===== config.mk =====
export PLATFORM = sky130hd
export DESIGN_NAME = modulation_sequencer_flat
export DESIGN_NICKNAME = d
export VERILOG_FILES = /design/src/rtl/modulation_pkg.sv /design/src/rtl/modulation_sequencer_if.sv /design/src/rtl/modulation_sequencer_period_timer.sv /design/src/rtl/modulation_sequencer.sv /design/src/flat_wrapper.sv
export SDC_FILE = /design/constraint.sdc
export NUM_CORES = 1
export LEC_CHECK = 0
export CORE_MARGIN = 2
export CORE_UTILIZATION = 53
export CTS_CLUSTER_SIZE = 12
export DETAILED_ROUTE_END_ITERATION = 8
export GPL_TIMING_DRIVEN = 0
export HOLD_SLACK_MARGIN = 0.15
export PLACE_DENSITY = 0.71
export SETUP_SLACK_MARGIN = 0.1
export SLEW_MARGIN = 20
export SYNTH_ARGS = -nofsm -noshare
export SYNTH_HDL_FRONTEND = slang
export SYNTH_SLANG_ARGS = --single-unit

===== constraint.sdc =====
create_clock -name clk -period 9.9 [get_ports clk]
set_clock_uncertainty 0.2 [all_clocks]
set_input_delay 1.98 -clock clk [delete_from_list [all_inputs] [get_ports clk]]
set_output_delay 1.98 -clock clk [all_outputs]
set_load 0.005 [all_outputs]

===== src/rtl/modulation_pkg.sv =====
// rtl/modulation_pkg.sv - shared types and constants for the modulation sequencer
package modulation_pkg;

   // Sequencer state; encoding is also used by any status readout
   typedef enum logic [1:0] {
      ST_IDLE = 2'd0,
      ST_RUN  = 2'd1,
      ST_HALT = 2'd2
   } state_t;

   localparam int ANGLE_W    = 12;
   localparam int MIN_PERIOD = 2;

endpackage


===== src/rtl/modulation_sequencer_if.sv =====
// rtl/modulation_sequencer_if.sv - configuration handshake bundle (period/step offer)
interface modulation_sequencer_if #(
   parameter int PERIOD_W = 16,
   parameter int ACC_W    = 24
);
   logic                cfg_valid;
   logic                cfg_ready;
   logic [PERIOD_W-1:0] cfg_period;
   logic [ACC_W-1:0]    cfg_step;

   modport master (output cfg_valid, output cfg_period, output cfg_step, input cfg_ready);
   modport slave  (input cfg_valid, input cfg_period, input cfg_step, output cfg_ready);
endinterface


===== src/rtl/modulation_sequencer_period_timer.sv =====
// rtl/modulation_sequencer_period_timer.sv - loadable down-counter flagging zero
module period_timer #(
   parameter int W = 16
) (
   input  logic         clk,
   input  logic         reset,
   input  logic         load,
   input  logic         enable,
   input  logic [W-1:0] load_value,
   output logic         tick
);
   logic [W-1:0] count;

   // Load wins over counting; the counter parks at zero until reloaded
   always_ff @(posedge clk) begin
      if (!reset)
         count <= '0;
      else if (load)
         count <= load_value;
      else if (enable && count != '0)
         count <= count - W'(1);
   end

   assign tick = (count == '0);
endmodule


===== src/rtl/modulation_sequencer.sv =====
// rtl/modulation_sequencer.sv - phase accumulator and shoot strobe generator for the modulator
module modulation_sequencer
   import modulation_pkg::*;
#(
   parameter int PERIOD_W       = 16,
   parameter int ACC_W          = 24,
   parameter int DEFAULT_PERIOD = 1000
) (
   input  logic               clk,
   input  logic               reset,
   input  logic               start,
   input  logic               stop,
   input  logic               fault,
   input  logic               fault_clr,
   modulation_sequencer_if.slave cfg,
   output logic [ANGLE_W-1:0] angle,
   output logic               shoot,
   output logic               running,
   output logic               halted
);
   state_t              state, state_next;
   logic [ACC_W-1:0]    acc, acc_base, step_q, step_eff, shadow_step;
   logic [PERIOD_W-1:0] period_q, period_eff, shadow_period, period_clamped;
   logic                shadow_full, ready_q;
   logic                fire, apply, transfer, tick;

   // Entering RUN shoots on the same edge, so the first strobe lands right after start
   always_comb begin
      state_next = state;
      fire       = 1'b0;
      case (state)
         ST_IDLE: if (start && !stop) begin
            state_next = ST_RUN;
            fire       = 1'b1;
         end
         ST_RUN: begin
            if (stop) state_next = ST_IDLE;
            else      fire       = tick;
         end
         ST_HALT: if (fault_clr) state_next = ST_IDLE;
         default: state_next = ST_IDLE;
      endcase
      if (fault) begin
         state_next = ST_HALT;
         fire       = 1'b0;
      end
   end

   assign transfer       = cfg.cfg_valid && ready_q;
   assign apply          = shadow_full && (state != ST_RUN || fire);
   assign period_eff     = apply ? shadow_period : period_q;
   assign step_eff       = apply ? shadow_step : step_q;
   assign acc_base       = (state == ST_RUN) ? acc : '0;
   assign period_clamped = (cfg.cfg_period < PERIOD_W'(MIN_PERIOD)) ? PERIOD_W'(MIN_PERIOD)
                                                                     : cfg.cfg_period;
   assign cfg.cfg_ready  = ready_q;

   period_timer #(.W(PERIOD_W)) u_timer (
      .clk        (clk),
      .reset      (reset),
      .load       (fire),
      .enable     (state == ST_RUN),
      .load_value (period_eff - PERIOD_W'(1)),
      .tick       (tick)
   );

   // State, registered outputs, accumulator and the config shadow register
   always_ff @(posedge clk) begin
      if (!reset) begin
         state         <= ST_IDLE;
         acc           <= '0;
         angle         <= '0;
         shoot         <= 1'b0;
         running       <= 1'b0;
         halted        <= 1'b0;
         period_q      <= PERIOD_W'(DEFAULT_PERIOD);
         step_q        <= '0;
         shadow_full   <= 1'b0;
         shadow_period <= '0;
         shadow_step   <= '0;
         ready_q       <= 1'b1;
      end else begin
         state   <= state_next;
         shoot   <= fire;
         running <= (state_next == ST_RUN);
         halted  <= (state_next == ST_HALT);
         if (fire) begin
            angle <= acc_base[ACC_W-1 -: ANGLE_W];
            acc   <= acc_base + step_eff;
         end
         if (apply) begin
            period_q    <= shadow_period;
            step_q      <= shadow_step;
            shadow_full <= 1'b0;
            ready_q     <= 1'b1;
         end else if (transfer) begin
            shadow_period <= period_clamped;
            shadow_step   <= cfg.cfg_step;
            shadow_full   <= 1'b1;
            ready_q       <= 1'b0;
         end
      end
   end
endmodule


===== src/flat_wrapper.sv =====
// flat-port wrapper written by rule: the top's interface ports become plain ports
module modulation_sequencer_flat import modulation_pkg::*;
#(
   parameter int PERIOD_W       = 16,
   parameter int ACC_W          = 24,
   parameter int DEFAULT_PERIOD = 1000
)
  (clk, reset, start, stop, fault, fault_clr, angle, shoot, running, halted, cfg_cfg_valid, cfg_cfg_period, cfg_cfg_step, cfg_cfg_ready);
  modulation_sequencer_if #(.PERIOD_W(PERIOD_W), .ACC_W(ACC_W)) cfg_i ();
  input  logic clk;
  input  logic reset;
  input  logic start;
  input  logic stop;
  input  logic fault;
  input  logic fault_clr;
  output logic [ANGLE_W-1:0] angle;
  output logic shoot;
  output logic running;
  output logic halted;
  input wire logic [$bits(cfg_i.cfg_valid)-1:0] cfg_cfg_valid;
  input wire logic [$bits(cfg_i.cfg_period)-1:0] cfg_cfg_period;
  input wire logic [$bits(cfg_i.cfg_step)-1:0] cfg_cfg_step;
  output wire logic [$bits(cfg_i.cfg_ready)-1:0] cfg_cfg_ready;
  assign cfg_i.cfg_valid = cfg_cfg_valid;
  assign cfg_i.cfg_period = cfg_cfg_period;
  assign cfg_i.cfg_step = cfg_cfg_step;
  assign cfg_cfg_ready = cfg_i.cfg_ready;
  modulation_sequencer #(.PERIOD_W(PERIOD_W), .ACC_W(ACC_W), .DEFAULT_PERIOD(DEFAULT_PERIOD)) u_core (.clk(clk), .reset(reset), .start(start), .stop(stop), .fault(fault), .fault_clr(fault_clr), .cfg(cfg_i), .angle(angle), .shoot(shoot), .running(running), .halted(halted));
endmodule

==> run_results.csv <==
group,metric,value,unit
timing,rsz0062_at_grt,"false",
global_routing,antenna_found_initial,0,
logic_synthesis,synth_top_area_cell,"dfxtp_1",
timing,maxSlewHeadroom,46.5,%
setup_path,required,10.07,ns
clock_network,post_cts_resized,0,
clock_network,cts_made_buffers,17,
placement,portBuffers,61,
global_routing,grt_pass1_vias,6203,
logic_synthesis,synth_top_area_share,39.2,%
logic_synthesis,synthDistinctLibCells,61,
job,cap_violations,0,
setup_path,cp.arrival,6.39,ns
run_status,status,"finished, final reports clean",
drt,drt_first_iter_violations,382,
timing,min_period,6.23,ns
timing,finalHoldViolations,0,
logic_synthesis,yosysWarningCount,0,
logic_synthesis,synth_edf_count,0,
drt,drcViolationCount,0,
global_routing,grt_pass1_wl,30500,µm
timing,fmax,161,MHz
timing,worst_hold_slack,0.246,ns
drt,drt_pass1_iterations,5,
power,vdd.ir_drop.worst,0.155,mV
logic_synthesis,synth-seq-cells,139,
clock_network,cts.sinks,139,
global_routing,grt.overflow.total,0,
logic_synthesis,syn_area,7100,µm²
setup_path,cp-end-kind,"flip-flop",
layout,nets,1082,
timing,worst_pin_slew,0.797,ns
timing,setup_viol,0,
setup_path,critPathLaunchType,"input port",
layout,finish.utilization,64.5,%
placement,placedInstanceArea,7930,µm²
global_routing,grt_use_total,27.2,%
layout,areaGrowthSynthToFinish,19.5,%
timing,period_share,62.9,%
power,p_per_area,172,nW/µm²
setup_path,crit_fanout,10,
floorplan,dieArea,14300,µm²
floorplan,core_area,13100,µm²
clock_network,path_clk_slew,0.06,ns
layout,antenna-diode-count,0,
logic_synthesis,yosys-top-cells-area,"dfxtp_1, nand2_1, a21oi_1, ha_1, mux2i_1",
hold_path,hp-class,"flip-flop to flip-flop",
floorplan,rows,42,
clock_network,cts_setup_buffers,0,
clock_network,cts_tree,"built",
logic_synthesis,ys_top_cells_by_count,"nand2_1, dfxtp_1, a21oi_1, clkbuf_1, nor2_1",
logic_synthesis,syn_nets,1002,
logic_synthesis,yosysMostFrequentCell,"nand2_1",
floorplan,die-height,120,µm
logic_synthesis,synthFlopType,"dfxtp_1",
placement,place_hpwl,14100,µm
power,p_leak,0.00336,µW
floorplan,start_util,54.0,%
logic_synthesis,synth.avg_cell_area,7.63,µm²
floorplan,ios,63,
drt,ant_nets,0,
logic_synthesis,synthCells,930,
clock_network,clk_latency,0.43,ns
clock_network,h-tree-depth,4,
clock_network,clockBufferDepth,2,
drt,via_per_inst,5.65,
power,finalPower,1460,µW
placement,gp_congestion,0.888,
layout,n_fill_cell,1175,
drt,routed_wl,19100,µm
clock_network,holdBufCountCts,0,
drt,num_vias,6772,
layout,postLayoutCellArea,8480,µm²
setup_path,crit_type,"input port to flip-flop",
logic_synthesis,ys_seq_area_share,39.2,%
timing,tns,0,ns
clock_network,cts_root_buffer,"clkbuf_16",
drt,post_drt_wl_per_cell,15.9,µm
floorplan,fp.dieW,120,µm
logic_synthesis,synth-async-reset-ratio,0,%
layout,drive_gt1_share,5.48,%
timing,slew_violations,0,
global_routing,grt_max_degree,17,
final cells by class:
type / count / area, µm² / area share [%]
Multi-Input combinational cell: 721 / 4040 / 47.7
Sequential cell: 139 / 2780 / 32.8
Timing Repair Buffer: 61 / 611 / 7.20
Clock buffer: 20 / 457 / 5.39
Tap cell: 176 / 220 / 2.60
Buffer: 56 / 219 / 2.58
Clock inverter: 11 / 96.3 / 1.14
Inverter: 14 / 52.6 / 0.620
routing by layer:
layer	track usage [%]	routed length, µm
met1	33.4	8280
met2	46.9	9370
met3	5.80	890
met4	10.0	521
met5	0	0
critical path: stages:
cell and delay [ns]:
clkdlybuf4s50_1 0.46, or2_2 0.16, nor2_1 0.07, o21ai_1 0.36
clkbuf_1 0.47, mux2i_1 0.43, inv_1 0.09, ha_1 0.32
a211oi_1 0.41, o21a_1 0.24, nor2_1 0.08, a2bb2oi_1 0.24
a31oi_1 0.22, a221o_1 0.39, or3_1 0.37, nand3_1 0.08
through the flow:
stage / instances / worst slack (ns)
after floorplan: 930 / 4.50
after global placement: 1167 / 3.32
after detailed placement: 1167 / 3.28
after CTS: 1198 / 3.70
after global routing: 1198 / 3.30
final: 1198 / 3.67
cells in the final DEF, fill, tap and decap left out, types with 11 or more instances in the layout:
cell	Yosys	final
clkbuf_1	44	45
clkbuf_16	0	17
a21oi_1	136	136
inv_1	14	14
nor3_1	14	14
and2_1	25	25
xnor2_1	13	13
mux2i_1	22	22
a21o_1	13	13
nand2_1	238	238
dfxtp_1	139	139
a211oi_1	11	11
nor2_1	44	44
clkdlybuf4s50_1	0	61
nand3_1	24	24
ha_1	24	24
o21ai_0	34	34
cell families after synthesis:
kind of cell               Yosys count  synth area share (%)
muxes                               23                  3.26
DFF                                139                  39.2
adders and majority gates           25                  4.51
AOI/OAI and AO/OA                  256                  21.7
xor gates and xnor gates            21                  2.59
buffers and inverters               70                  3.83
and+or+nand+nor                    396                  24.8
worst paths after layout:
| kind | startpoint | depth (start not counted) | to | slack, ns |
|---|---|---|---|---|
| hold / removal | u_core.acc[3] | 2 | u_core.acc[3] | 0.25 |
| setup / recovery | fault | 16 | u_core.acc[23] | 3.67 |
| hold reg to reg | u_core.acc[3] | 2 | u_core.acc[3] | 0.25 |
| setup reg to reg | u_core.u_timer.count[7] | 17 | u_core.acc[23] | 4.39 |
report_power, final:
| group | internal [µW] | switching, µW |
|---|---|---|
| clock network | 356 | 241 |
| logic | 101 | 150 |
| registers | 588 | 20.9 |
state kept, by name, indices dropped and copies added, names as in the netlist:
signal                count
u_core.shadow_step       24
u_core.running            1
u_core.state              2
u_core.step_q            24
u_core.shadow_period     16
u_core.shadow_full        1
u_core.shoot              1
u_core.angle             12
u_core.period_q          16
u_core.halted             1
u_core.acc               24
u_core.cfg.cfg_ready      1
u_core.u_timer.count     16
Note: power is estimated with default switching activity, not from simulation.
